<file path="config.mk">
export PLATFORM = sky130hd
export DESIGN_NAME = bist_controller
export DESIGN_NICKNAME = d
export VERILOG_FILES = /design/src/rtl/bist_controller.sv
export SDC_FILE = /design/constraint.sdc
export NUM_CORES = 1
export LEC_CHECK = 0
export BUFFER_PORTS_ARGS = -buffer_cell sky130_fd_sc_hd__buf_2
export CAP_MARGIN = 20
export CORE_MARGIN = 5
export CORE_UTILIZATION = 47
export DETAILED_ROUTE_END_ITERATION = 10
export HOLD_SLACK_MARGIN = 0.06
export PLACE_DENSITY = 0.77
export SLEW_MARGIN = 25
export SYNTH_ARGS = -nofsm -noshare
export SYNTH_HDL_FRONTEND = slang
export SYNTH_SLANG_ARGS = --single-unit
</file>
<file path="constraint.sdc">
create_clock -name clk -period 1.5 [get_ports clk]
set_clock_uncertainty 0.1 [all_clocks]
set_input_delay 0.075 -clock clk [delete_from_list [all_inputs] [get_ports clk]]
set_output_delay 0.075 -clock clk [all_outputs]
set_load 0.005 [all_outputs]
</file>
<file path="src/rtl/bist_controller.sv">
// Scan-BIST sequencer: steps scan_en through shift/capture/flush, compacts
// scan_out into a signature register and reports a registered pass/fail.
module bist_controller #(
  parameter int                   CHAIN_LEN    = 8,
  parameter int                   NUM_PATTERNS = 16,
  parameter int                   SIG_WIDTH    = 8,
  parameter logic [SIG_WIDTH-1:0] POLY         = 8'h1D,
  parameter logic [SIG_WIDTH-1:0] GOLDEN_SIG   = 8'h00
) (
  input  logic                                clk,
  input  logic                                rst,
  input  logic                                start,
  input  logic                                scan_out,
  output logic                                scan_en,
  output logic                                busy,
  output logic                                done,
  output logic                                pass,
  output logic [SIG_WIDTH-1:0]                signature,
  output logic [$clog2(NUM_PATTERNS+1)-1:0]   pattern_cnt
);

  localparam int PCNT_W = $clog2(NUM_PATTERNS + 1);
  localparam int SCNT_W = (CHAIN_LEN > 1) ? $clog2(CHAIN_LEN) : 1;
  localparam logic [SCNT_W-1:0] SHIFT_LAST = SCNT_W'(CHAIN_LEN - 1);
  localparam logic [PCNT_W-1:0] PCNT_MAX   = PCNT_W'(NUM_PATTERNS);

  typedef enum logic [2:0] {
    S_IDLE,
    S_SHIFT,
    S_CAPTURE,
    S_FLUSH,
    S_DONE
  } state_t;

  state_t               r_state;
  logic [SCNT_W-1:0]    r_shift_cnt;
  logic [PCNT_W-1:0]    r_pattern_cnt;
  logic [SIG_WIDTH-1:0] r_signature;
  logic                 r_pass;
  logic                 r_scan_en;
  logic                 r_busy;
  logic                 r_done;

  state_t               w_state_next;
  logic [SCNT_W-1:0]    w_shift_cnt_next;
  logic [PCNT_W-1:0]    w_pattern_cnt_next;
  logic [PCNT_W-1:0]    w_pattern_cnt_inc;
  logic [SIG_WIDTH-1:0] w_signature_next;
  logic [SIG_WIDTH-1:0] w_sig_step;
  logic                 w_fb;
  logic                 w_pass_next;
  logic                 w_shift_last;

  always_ff @(posedge clk) begin
    if (rst) begin
      r_state       <= S_IDLE;
      r_shift_cnt   <= '0;
      r_pattern_cnt <= '0;
      r_signature   <= '0;
      r_pass        <= 1'b0;
      r_scan_en     <= 1'b0;
      r_busy        <= 1'b0;
      r_done        <= 1'b0;
    end else begin
      r_state       <= w_state_next;
      r_shift_cnt   <= w_shift_cnt_next;
      r_pattern_cnt <= w_pattern_cnt_next;
      r_signature   <= w_signature_next;
      r_pass        <= w_pass_next;
      // Outputs are decoded from the next state so they are true flops.
      r_scan_en     <= (w_state_next == S_SHIFT) || (w_state_next == S_FLUSH);
      r_busy        <= (w_state_next == S_SHIFT) || (w_state_next == S_CAPTURE) ||
                       (w_state_next == S_FLUSH);
      r_done        <= (w_state_next == S_DONE);
    end
  end

  always_comb begin
    w_state_next       = r_state;
    w_shift_cnt_next   = r_shift_cnt;
    w_pattern_cnt_next = r_pattern_cnt;
    w_signature_next   = r_signature;
    w_pass_next        = r_pass;
    w_shift_last       = (r_shift_cnt == SHIFT_LAST);
    w_fb               = r_signature[SIG_WIDTH-1] ^ scan_out;
    w_sig_step         = {r_signature[SIG_WIDTH-2:0], 1'b0} ^ (w_fb ? POLY : '0);
    w_pattern_cnt_inc  = (r_pattern_cnt < PCNT_MAX) ? r_pattern_cnt + PCNT_W'(1)
                                                    : r_pattern_cnt;
    case (r_state)
      S_IDLE: begin
        if (start) begin
          w_state_next       = S_SHIFT;
          w_shift_cnt_next   = '0;
          w_pattern_cnt_next = '0;
          w_signature_next   = '0;
          w_pass_next        = 1'b0;
        end
      end
      S_SHIFT: begin
        // The first load only flushes pre-test chain contents.
        if (r_pattern_cnt != '0) begin
          w_signature_next = w_sig_step;
        end
        if (w_shift_last) begin
          w_state_next     = S_CAPTURE;
          w_shift_cnt_next = '0;
        end else begin
          w_shift_cnt_next = r_shift_cnt + SCNT_W'(1);
        end
      end
      S_CAPTURE: begin
        w_pattern_cnt_next = w_pattern_cnt_inc;
        w_state_next       = (w_pattern_cnt_inc < PCNT_MAX) ? S_SHIFT : S_FLUSH;
      end
      S_FLUSH: begin
        w_signature_next = w_sig_step;
        if (w_shift_last) begin
          w_state_next     = S_DONE;
          w_shift_cnt_next = '0;
          w_pass_next      = (w_sig_step == GOLDEN_SIG);
        end else begin
          w_shift_cnt_next = r_shift_cnt + SCNT_W'(1);
        end
      end
      S_DONE: begin
        w_state_next = S_IDLE;
      end
      default: begin
        w_state_next = S_IDLE;
      end
    endcase
  end

  assign scan_en     = r_scan_en;
  assign busy        = r_busy;
  assign done        = r_done;
  assign pass        = r_pass;
  assign signature   = r_signature;
  assign pattern_cnt = r_pattern_cnt;

endmodule

</file>
==> results of run 1 <==
[registers in the layout (all words and copies together), names as in the netlist]
signal       cells
busy             1
done             1
pass             1
pattern_cnt      5
r_shift_cnt      3
r_state          3
scan_en          1
signature        8
[layer usage]
layer	global-route usage (%)	vias up	share of wire (%)
met5	0	-	0
li1	-	480	-
met1	20.03	444	47
met2	21.29	34	44
met3	3.620	6	5.6
met4	6.954	0	2.8
[layout by cell type (no fill, tap or decap), drive strengths merged, types with 2 or more instances in the layout]
| cell | synthesis | layout |
|---|---|---|
| a2111oi | 3 | 3 |
| a21oi | 4 | 4 |
| a22oi | 11 | 11 |
| buf | 1 | 37 |
| clkbuf | 4 | 4 |
| dfxtp | 23 | 23 |
| ha | 4 | 4 |
| inv | 3 | 3 |
| mux2i | 2 | 2 |
| nand2 | 3 | 3 |
| nand3 | 2 | 2 |
| nand3b | 2 | 2 |
| nor2 | 18 | 18 |
| nor2b | 6 | 6 |
| nor3 | 3 | 3 |
| nor3b | 2 | 2 |
| o21ai | 3 | 3 |
| xor2 | 3 | 3 |
[power by group]
part / internal [mW] / leakage, nW / switching [mW] / total (mW)
clock network: 0.104 / 0.0150 / 0.177 / 0.281
logic: 0.100 / 0.401 / 0.0987 / 0.199
registers: 0.633 / 0.190 / 0.0161 / 0.649
total: 0.837 / 0.605 / 0.292 / 1.13
[worst max path at each step]
stage / cells after the start / to / from / slack (ns)
after floorplan: 4 / signature[2] / pattern_cnt[2] / -0.09
after global placement: 4 / signature[5] / r_state[0] / -0.06
after detailed placement: 5 / signature[1] / r_state[0] / -0.09
after CTS: 5 / signature[1] / pattern_cnt[2] / -0.09
after global routing: 5 / signature[1] / pattern_cnt[2] / -0.17
final: 5 / signature[4] / pattern_cnt[2] / -0.08
[area by class of cell]
cell class / count / area share, %
Clock buffer: 4 / 1.873
Tap cell: 28 / 2.498
Inverter: 3 / 0.8029
Multi-Input combinational cell: 81 / 44.25
Timing Repair Buffer: 38 / 17.22
Sequential cell: 23 / 33.36
[what timing repair did]
action,CTS,global route
hold buffers,1,0
pin swaps,2,2
buffers inserted,0,1
setup endpoints to repair,12,16
gates cloned,0,0
resized for setup,6,8
endpoints found under the hold margin,3,0
[per-stage QoR]
stage	util [%]	area (um^2)
2_1_floorplan	-	1071
3_3_place_gp	59.62	1306
3_5_place_dp	59.62	1306
4_1_cts	62.36	1366
5_1_grt	64.02	1403
6_report	64.02	1403
[worst reg2reg max path, cell delays in order (launching register included)]
cell and delay, ns:
sky130_fd_sc_hd__dfxtp_2 0.35, sky130_fd_sc_hd__or4b_4 0.56, sky130_fd_sc_hd__o221ai_4 0.18, sky130_fd_sc_hd__buf_6 0.15, sky130_fd_sc_hd__a22oi_1 0.08, sky130_fd_sc_hd__nor2_1 0.10
[cells by family after synthesis]
| logic type | count (synthesis) |
|---|---|
| DFF | 23 |
| xor gates and xnor gates | 5 |
| AOI/OAI and AO/OA | 26 |
| muxes | 2 |
| buffers and inverters | 8 |
| and+or+nand+nor | 44 |
| adders and majority gates | 4 |
==> impl_summary.txt, run 1 <==
----------------------------------------------------
[Synth]
  Fraction of post-synthesis cell area in the top cell type by area ... 43.45%
  Cell area after synthesis ... 1060 um^2
  Sequential cell area fraction in the yosys report ... 43.45%
  Post-synthesis adder-cell area fraction ... 4.723%
  Primary flip-flop cell chosen by synthesis mapping ... sky130_fd_sc_hd__dfxtp_1
  Main combinational cell family by area after synthesis ... simple AND/OR/NAND/NOR gates
  YS warnings ... 0
  Post-synth top area cell ... sky130_fd_sc_hd__dfxtp_1
  Share of cell area taken by muxes after synthesis ... 1.889%
  Yosys reg bits ... 23
  Most common cell in the synthesized netlist ... sky130_fd_sc_hd__dfxtp_1
  Largest cells by area after synthesis ... sky130_fd_sc_hd__dfxtp_1 43%, sky130_fd_sc_hd__a22oi_1 7.8%, sky130_fd_sc_hd__nor2_1 6.4%
  Proportion of synthesized flip-flops having asynchronous set or reset ... 0%
  Number of instances in the synthesized netlist ... 112
  Most numerous cell types in the synthesized netlist ... 23 x sky130_fd_sc_hd__dfxtp_1, 18 x sky130_fd_sc_hd__nor2_1, 11 x sky130_fd_sc_hd__a22oi_1
  Post-synthesis cell type count ... 33
  Synthesized area per cell ... 9.462 um^2
  Post-synthesis share of cell area spent on xor and xnor gates ... 5.431%
  Compound-cell area share of the yosys netlist ... 18.89%
  Simple-Gate Fraction of Synth Area ... 22.79%
  EDFF count, synth ... 0
  Nets in the synthesized netlist ... 120

[Clocking]
  Maximum clock path buffer count ... 2
  Clock tree from TritonCTS ... built
  Insertion delay to the later sink of the worst-skew pair ... 0.31 ns
  Clock transition at path regs ... 0.12 ns
  Clock Sink Count ... 23
  Maximum level of the CTS H-tree ... 1
  Num CTS Buffers ... 3
  CTS Root Cell ... sky130_fd_sc_hd__clkbuf_4

[Pwr]
  Static Leak ... 0.6053 nW
  Peak supply drop ... 0.5709 mV
  PnR Total Power ... 1.129 mW
  Areal power density over the cells ... 805.2 nW/um^2

[Cells and area]
  Antenna cells ... 0
  Final instance count without filler cells ... between 150 and 200
  Reg area ... 467.9 um^2
  Total number of nets in the final design ... 158
  Area occupied by multi-input gates ... about 620 um^2
  Area added between synthesis and finish ... 32.35%
  Fraction of final layout cells sized beyond drive strength 1 ... 38.26%
  Layout filler cell count ... 174

[Worst hold path]
  Min-Delay Path Depth ... 4
  Path type of the worst min-delay path ... primary input to flip-flop
  Hold_sp ... start
  Hold Path Sink ... busy

[Timing]
  Final Hold Vio Count ... 0
  TNS Setup ... -0.5546 ns
  Number of endpoints failing setup at the final stage ... 10
  Post-route worst hold slack ... 0.1187 ns
  Max transition margin ... roughly 70%
  Period utilization ... 105.5%
  FMAX ... 631.9 MHz
  RSZ-0062 raised after global routing ... true
  Transition at the pin with the smallest max-transition slack ... approximately 0.45 ns
  Smallest setup slack after layout ... -0.08262 ns
  Number of pins exceeding their max-slew limit in the final report ... 0
  Final critical-path required period ... between 1.5 and 2 ns

[Worst setup path]
  Reg2reg end ... signature[4]
  Required time at the worst-slack endpoint ... around 1.7 ns
  Worst path cell trace ... or4b_4 > o221ai_4 > buf_6 > a22oi_1 > nor2_1
  Category of cells accounting for the largest share of critical-path delay ... simple AND/OR/NAND/NOR gates
  Critical path's largest stage delay ... 0.56 ns
  Type of element launching the critical path ... flip-flop
  Setup slack on the worst flop-to-flop path ... -0.08 ns
  Maximum fanout encountered on the critical timing path ... 7
  Startpoint of the lowest-slack register-to-register path ... pattern_cnt[2]
  Setup crit end kind ... flip-flop
  Data arrival time of the critical path ... 1.73 ns
  Type of the worst setup path ... flip-flop to flip-flop
  Buf/Inv on CP ... 1
  Number of cells on the worst reg-to-reg path ... 5
  Worst-path cell with the longest stage delay ... sky130_fd_sc_hd__or4b_4

[GRT]
  Vias in the first global route ... 871
  Grt total ovfl ... 0
  Wire length of the first global-routing pass ... 3822 um
  Pin count of the biggest net entering global routing ... 24
  Total global-route track usage ... between 10 and 15%
  Number of antenna violations at the first check in global routing ... 0

[Outcome]
  Violations in the final reports ... negative setup slack
  Status ... complete, but fails checks

[Detailed routing]
  Final routed wirelength across all metal layers ... 2343 um
  Length of the first detailed-routing pass in iterations ... 4
  Total vias in the final route ... 964
  DRC violation total after the first TritonRoute iteration ... 22
  Per-cell via count in the routed design ... roughly 5.4
  DRC violations left ... 0
  Antenna viol nets, final ... 0
  Average detailed-routed wire length per instance ... 13.24 um

[Run]
  # Max-Cap Violations ... 0

[Place]
  Placed cell count ... 171
  Final GP Congestion ... 0.7809
  Pre-CTS WS ... -0.08736 ns
  Port-buffer cells ... 20
  Post-detailed-placement half-perimeter wirelength ... 1685 um

[Floorplan]
  Initial Util ... 48.37%
  DIE WIDTH ... 57.49 um
  Die Area ... ~3300 um^2
  Number of rows in the core area ... 17
  Top Ports ... 21
  Std-Cell Core Area ... between 2000 and 2500 um^2
  Vertical die dimension ... 57.49 um

----------------------------------------------------
Note: power is estimated with default switching activity, not from simulation.
==> run 2, diff against run 1 <==
CELL_PAD_IN_SITES_DETAIL_PLACEMENT = 0   (was unset)
CELL_PAD_IN_SITES_GLOBAL_PLACEMENT = 2   (was unset)
CORE_ASPECT_RATIO = 1.75   (was unset)
CORE_UTILIZATION = 29   (was 47)
PLACE_DENSITY = 0.78   (was 0.77)
==> impl_summary.txt, run 2 (synthesized netlist as in run 1, its figures left out) <==
----------------------------------------------------
[Clocking]
  CTS Root Cell ... sky130_fd_sc_hd__clkbuf_8
  Num CTS Buffers ... 3 (unchanged)
  Maximum level of the CTS H-tree ... 1 (unchanged)
  Maximum clock path buffer count ... 2 (unchanged)
  Clock tree from TritonCTS ... built
  Insertion delay to the later sink of the worst-skew pair ... 0.26 ns (-0.05 ns)
  Clock Sink Count ... 23 (unchanged)
  Clock transition at path regs ... 0.08 ns (-0.04 ns)
  Hold buffer count at cts ... 0 (-1)

[Worst hold path]
  Hold_sp ... rst
  Hold Path Sink ... signature[0]
  Min-Delay Path Depth ... 2 (-2)
  Path type of the worst min-delay path ... primary input to flip-flop

[Timing]
  Period utilization ... 108.2% (+2.6 points)
  Final critical-path required period ... 1.622 ns (+0.03972 ns)
  Final Hold Vio Count ... 0 (unchanged)
  Max transition margin ... 73.61% (+3.7 points)
  Transition at the pin with the smallest max-transition slack ... 0.3858 ns (-0.06358 ns)
  Number of pins exceeding their max-slew limit in the final report ... 0 (unchanged)
  FMAX ... 616.4 MHz (-2.4%)
  Smallest setup slack after layout ... -0.1223 ns (-0.03972 ns)
  RSZ-0062 raised after global routing ... true
  Number of endpoints failing setup at the final stage ... 8 (-2)

[Cells and area]
  Area added between synthesis and finish ... 41.09%
  Largest register FFs ... 8 (unchanged)
  Highest-count cells in the layout ignoring fill and taps ... 24 x sky130_fd_sc_hd__buf_4, 20 x sky130_fd_sc_hd__buf_2, 18 x sky130_fd_sc_hd__nor2_1, 15 x sky130_fd_sc_hd__dfxtp_1, 10 x sky130_fd_sc_hd__a22oi_1
  Commonest non-fill, non-tap cell in the layout ... sky130_fd_sc_hd__buf_4
  Cell area after layout ... 1495 um^2 (+6.6%)
  Layout filler cell count ... 364 (+110%)
  Antenna cells ... 0 (unchanged)
  Total number of nets in the final design ... 164 (+3.8%)
  Fraction of final layout cells sized beyond drive strength 1 ... 43.87% (+5.6 points)
  End-of-flow core utilization ... 41.62% (-22 points)

[Worst setup path]
  Type of element launching the critical path ... flip-flop
  Worst-path cell with the longest stage delay ... sky130_fd_sc_hd__or4b_4
  Data arrival time of the critical path ... 1.67 ns (-0.06 ns)
  Setup slack on the worst flop-to-flop path ... -0.12 ns (-0.04 ns)
  Critical path's largest stage delay ... 0.56 ns (about the same)
  Worst path cell trace ... or4b_4 > o221ai_4 > mux2i_1 > nor2_1
  Maximum fanout encountered on the critical timing path ... 5 (-2)
  Buf/Inv on CP ... 0 (-1)
  Number of cells on the worst reg-to-reg path ... 4 (-1)
  Startpoint of the lowest-slack register-to-register path ... pattern_cnt[2]
  Type of the worst setup path ... flip-flop to flip-flop
  Category of cells accounting for the largest share of critical-path delay ... simple AND/OR/NAND/NOR gates
  Required time at the worst-slack endpoint ... 1.54 ns (-0.11 ns)
  Setup crit end kind ... flip-flop
  Reg2reg end ... signature[2]

[Floorplan]
  Top Ports ... 21 (unchanged)
  Die Area ... 5011 um^2 (+52%)
  DIE WIDTH ... 55.70 um (-3.1%)
  Std-Cell Core Area ... 3592 um^2 (+64%)
  Vertical die dimension ... 89.97 um (+57%)
  Number of rows in the core area ... 29 (+12)
  Initial Util ... 29.50% (-19 points)

[Run]
  # Max-Cap Violations ... 0 (unchanged)

[Pwr]
  Switching fraction of total power ... 24.98% (-0.88 points)
  Internal power consumption ... 928.9 uW (+11%)
  Static Leak ... 0.6449 nW (+6.5%)
  Sequential share of power ... 52.2% (-5.3 points)
  Clock network fraction of total power ... 30.8% (+5.9 points)
  PnR Total Power ... 1.238 mW (+9.6%)
  Areal power density over the cells ... 828.2 nW/um^2 (+2.8%)
  Share of total power in combinational logic ... 17.0% (-0.6 points)
  Switching power ... 309.4 uW (+5.9%)
  Peak supply drop ... 0.4471 mV (-22%)

[GRT]
  Wire length of the first global-routing pass ... 4374 um (+14%)
  Vias in the first global route ... 1015 (+17%)
  Grt total ovfl ... 0 (unchanged)
  Total global-route track usage ... 10.68% (-3.9 points)
  Pin count of the biggest net entering global routing ... 24 (unchanged)
  Number of antenna violations at the first check in global routing ... 0 (unchanged)

[Detailed routing]
  Final routed wirelength across all metal layers ... 2583 um (+10%)
  Total vias in the final route ... 975 (+1.1%)
  DRC violations left ... 0 (unchanged)
  Average detailed-routed wire length per instance ... 12.85 um (-2.9%)
  Antenna viol nets, final ... 0 (unchanged)
  DRC violation total after the first TritonRoute iteration ... 5 (-77%)
  Per-cell via count in the routed design ... 4.851 (-11%)
  Length of the first detailed-routing pass in iterations ... 3 (-1)

[Place]
  Post-detailed-placement half-perimeter wirelength ... 1985 um (+18%)
  Placed cell area ... 1359 um^2 (+4.0%)
  Final GP Congestion ... 0.7597 (-2.7%)
  Port-buffer cells ... 20 (unchanged)

[Outcome]
  Status ... complete, but fails checks
  Violations in the final reports ... negative setup slack

----------------------------------------------------
-- run 2: layout make-up --
cell class | count | area, um^2 | area share (%)
repair buffers | 44 | 280.3 | 18.74
flip-flops and latches | 23 | 473.0 | 31.63
multi-input cells | 81 | 628.1 | 42.01
clock buffers | 4 | 45.04 | 3.013
inverters | 3 | 11.26 | 0.7531
well taps | 46 | 57.56 | 3.849
-- run 2: worst max path at each step --
stage | to | depth (start not counted) | start
floorplan | signature[2] | 4 | pattern_cnt[2]
global placement | signature[0] | 4 | pattern_cnt[2]
detailed placement | signature[2] | 4 | pattern_cnt[2]
CTS | signature[7] | 5 | pattern_cnt[2]
global route | signature[1] | 5 | pattern_cnt[2]
finish | signature[2] | 4 | pattern_cnt[2]
-- run 2: through the flow --
| stage | instances | worst slack (ns) | hold slack (ns) | TNS [ns] |
|---|---|---|---|---|
| after global placement | 193 | -0.07546 | 0.3541 | -0.5390 |
| after detailed placement | 193 | -0.09414 | 0.3579 | -0.7500 |
| after floorplan | 112 | -0.09483 | 0.06469 | -0.3325 |
| after CTS | 199 | -0.1058 | 0.1226 | -0.7008 |
| final | 201 | -0.1223 | 0.1186 | -0.7758 |
| after global routing | 201 | -0.2019 | 0.1382 | -1.540 |
-- run 2: metal layers --
metal	up-vias	routed length [um]	track usage (%)
li1	492	-	-
met1	458	1001	10.50
met2	19	1425	20.16
met3	6	94	1.862
met4	0	63	6.085
met5	-	0	0
-- run 2: repair_timing --
| action | in CTS | in global routing |
|---|---|---|
| endpoints found under the hold margin | 0 | 0 |
| resized for setup | 6 | 15 |
| gates cloned | 0 | 0 |
| pin swaps | 2 | 5 |
| endpoints found under the setup margin | 12 | 17 |
| setup buffers | 2 | 2 |
-- run 2: power groups by stage --
stage | sequential [mW] | combinational (mW) | clock, mW
after floorplan | 0.661 | 0.113 | 0
after global placement | 0.659 | 0.195 | 0
after detailed placement | 0.659 | 0.196 | 0
after CTS | 0.646 | 0.203 | 0.402
after global routing | 0.650 | 0.236 | 0.425
final | 0.646 | 0.211 | 0.381
==> run 3, diff against run 2 <==
CORE_ASPECT_RATIO = 2   (was 1.75)
==> impl_summary.txt, run 3 (synthesized netlist as in run 1, its figures left out) <==
----------------------------------------------------
[Outcome]
  Status ... complete, but fails checks
  Violations in the final reports ... negative setup slack

[Worst setup path]
  Category of cells accounting for the largest share of critical-path delay ... simple AND/OR/NAND/NOR gates
  Required time at the worst-slack endpoint ... 1.54 ns (about the same)
  Critical path's largest stage delay ... 0.56 ns (about the same)
  Type of the worst setup path ... flip-flop to flip-flop
  Type of element launching the critical path ... flip-flop
  Worst path cell trace ... or4b_4 > o221ai_4 > mux2i_1 > nor2_1
  Data arrival time of the critical path ... 1.63 ns (-0.04 ns)
  Buf/Inv on CP ... 0 (unchanged)
  Setup crit end kind ... flip-flop
  Maximum fanout encountered on the critical timing path ... 3 (-2)
  Worst-path cell with the longest stage delay ... sky130_fd_sc_hd__or4b_4

[Floorplan]
  Vertical die dimension ... 95.49 um (+6.1%)
  Top Ports ... 21 (unchanged)
  Std-Cell Core Area ... 3568 um^2 (-0.66%)
  DIE WIDTH ... 52.75 um (-5.3%)
  Die Area ... 5037 um^2 (+0.51%)
  Number of rows in the core area ... 31 (+6.9%)
  Initial Util ... 29.70% (+0.20 points)

[Clocking]
  Maximum clock path buffer count ... 2 (unchanged)
  Clock transition at path regs ... 0.08 ns (about the same)
  CTS Root Cell ... sky130_fd_sc_hd__clkbuf_8
  Insertion delay to the later sink of the worst-skew pair ... 0.26 ns (about the same)
  Maximum level of the CTS H-tree ... 1 (unchanged)
  Clock Sink Count ... 23 (unchanged)
  Hold buffer count at cts ... 0 (unchanged)
  Num CTS Buffers ... 3 (unchanged)
  Clock tree from TritonCTS ... built

[Pwr]
  Sequential share of power ... 50.9% (-1.3 points)
  PnR Total Power ... 1.267 mW (+2.3%)
  Areal power density over the cells ... 820.8 nW/um^2 (-0.89%)
  Switching power ... 324.0 uW (+4.7%)
  Peak supply drop ... 0.5104 mV (+14%)
  Share of total power in combinational logic ... 18.7% (+1.7 points)
  Switching fraction of total power ... 25.56% (+0.58 points)
  Clock network fraction of total power ... 30.5% (-0.3 points)
  Static Leak ... 0.6572 nW (+1.9%)
  Internal power consumption ... 943.3 uW (+1.6%)

[Timing]
  Period utilization ... 106.0% (-2.2 points)
  Number of pins exceeding their max-slew limit in the final report ... 0 (unchanged)
  FMAX ... 629.0 MHz (+2.0%)
  Smallest setup slack after layout ... -0.08988 ns (+0.03246 ns)
  Transition at the pin with the smallest max-transition slack ... 0.4300 ns (+0.04420 ns)
  Max transition margin ... 71.33% (-2.3 points)
  Number of endpoints failing setup at the final stage ... 10 (+2)
  Final Hold Vio Count ... 0 (unchanged)
  Final critical-path required period ... 1.590 ns (-0.03246 ns)
  RSZ-0062 raised after global routing ... true

[GRT]
  Grt total ovfl ... 0 (unchanged)
  Total global-route track usage ... 11.83% (+1.1 points)
  Number of antenna violations at the first check in global routing ... 0 (unchanged)
  Vias in the first global route ... 1017 (+0.20%)
  Wire length of the first global-routing pass ... 4395 um (+0.48%)
  Pin count of the biggest net entering global routing ... 24 (unchanged)

[Cells and area]
  Commonest non-fill, non-tap cell in the layout ... sky130_fd_sc_hd__buf_4
  End-of-flow core utilization ... 43.27% (+1.6 points)
  Antenna cells ... 0 (unchanged)
  Total number of nets in the final design ... 166 (+1.2%)
  Layout filler cell count ... 376 (+3.3%)
  Fraction of final layout cells sized beyond drive strength 1 ... 47.13% (+3.3 points)
  Largest register FFs ... 8 (unchanged)
  Highest-count cells in the layout ignoring fill and taps ... 23 x sky130_fd_sc_hd__buf_4, 20 x sky130_fd_sc_hd__buf_2, 18 x sky130_fd_sc_hd__dfxtp_1, 17 x sky130_fd_sc_hd__nor2_1, 6 x sky130_fd_sc_hd__a22oi_1
  Area added between synthesis and finish ... 45.69%

[Detailed routing]
  Antenna viol nets, final ... 0 (unchanged)
  Length of the first detailed-routing pass in iterations ... 3 (unchanged)
  DRC violations left ... 0 (unchanged)
  Average detailed-routed wire length per instance ... 13.18 um (+2.6%)
  DRC violation total after the first TritonRoute iteration ... 9 (+4)
  Per-cell via count in the routed design ... 4.806 (-0.93%)
  Final routed wirelength across all metal layers ... 2716 um (+5.1%)
  Total vias in the final route ... 990 (+1.5%)

[Place]
  Port-buffer cells ... 20 (unchanged)
  Final GP Congestion ... 0.8035 (+5.8%)
  Post-detailed-placement half-perimeter wirelength ... 1996 um (+0.58%)
  Pre-CTS WS ... -0.1433 ns (-0.04912 ns)

[Worst hold path]
  Path type of the worst min-delay path ... primary input to flip-flop

[Run]
  # Max-Cap Violations ... 0 (unchanged)

----------------------------------------------------
run 3: routing by layer:
layer / vias up / global-route usage [%] / part of all wire (%)
met5: - / 0 / 0
li1: 497 / - / -
met1: 468 / 11.54 / 39
met3: 6 / 2.034 / 2.8
met4: 0 / 9.168 / 3.0
met2: 19 / 20.95 / 56
run 3: metrics by stage:
step / area [um^2] / instances / hold slack, ns / setup TNS [ns]
finish: 1544 / 206 / 0.1280 / -0.6437
global route: 1544 / 206 / 0.1426 / -1.354
detailed placement: 1370 / 197 / 0.3530 / -0.7024
floorplan: 1071 / 112 / 0.06469 / -0.3325
CTS: 1444 / 204 / 0.1272 / -0.8577
global placement: 1370 / 197 / 0.3545 / -0.5070
run 3: final timing paths:
check	end	slack, ns	depth (start not counted)	startpoint
hold / removal	r_shift_cnt[1]	0.13	2	rst
hold reg to reg	pass	0.40	2	pass
setup reg to reg	signature[2]	-0.09	4	pattern_cnt[4]
setup / recovery	signature[2]	-0.09	4	pattern_cnt[4]
run 3: cell type report:
class,instances,area (um^2),share of cell area [%]
well taps,49,61.31,3.971
multi-input cells,81,653.1,42.30
inverters,3,11.26,0.7293
clock buffers,4,45.04,2.917
flip-flops and latches,23,466.7,30.23
repair buffers,46,306.5,19.85
run 3: repair_timing:
item,in CTS,in global routing
pin swaps,3,10
endpoints found under the setup margin,12,16
gates resized for setup,2,22
setup buffers,3,2
run 3: power groups by stage:
stage | sequential, mW | clock, mW | combinational [mW]
2_1_floorplan | 0.661 | 0 | 0.113
4_1_cts | 0.644 | 0.396 | 0.209
3_3_place_gp | 0.657 | 0 | 0.195
6_report | 0.645 | 0.386 | 0.236
3_5_place_dp | 0.658 | 0 | 0.196
5_1_grt | 0.648 | 0.431 | 0.259
run 3: worst reg2reg max path, delay by kind of cell (launching register included):
family          cells  cell delay, ns
mux                 1            0.21
simple gates        2            0.62
flops               1            0.32
compound gates      1            0.22
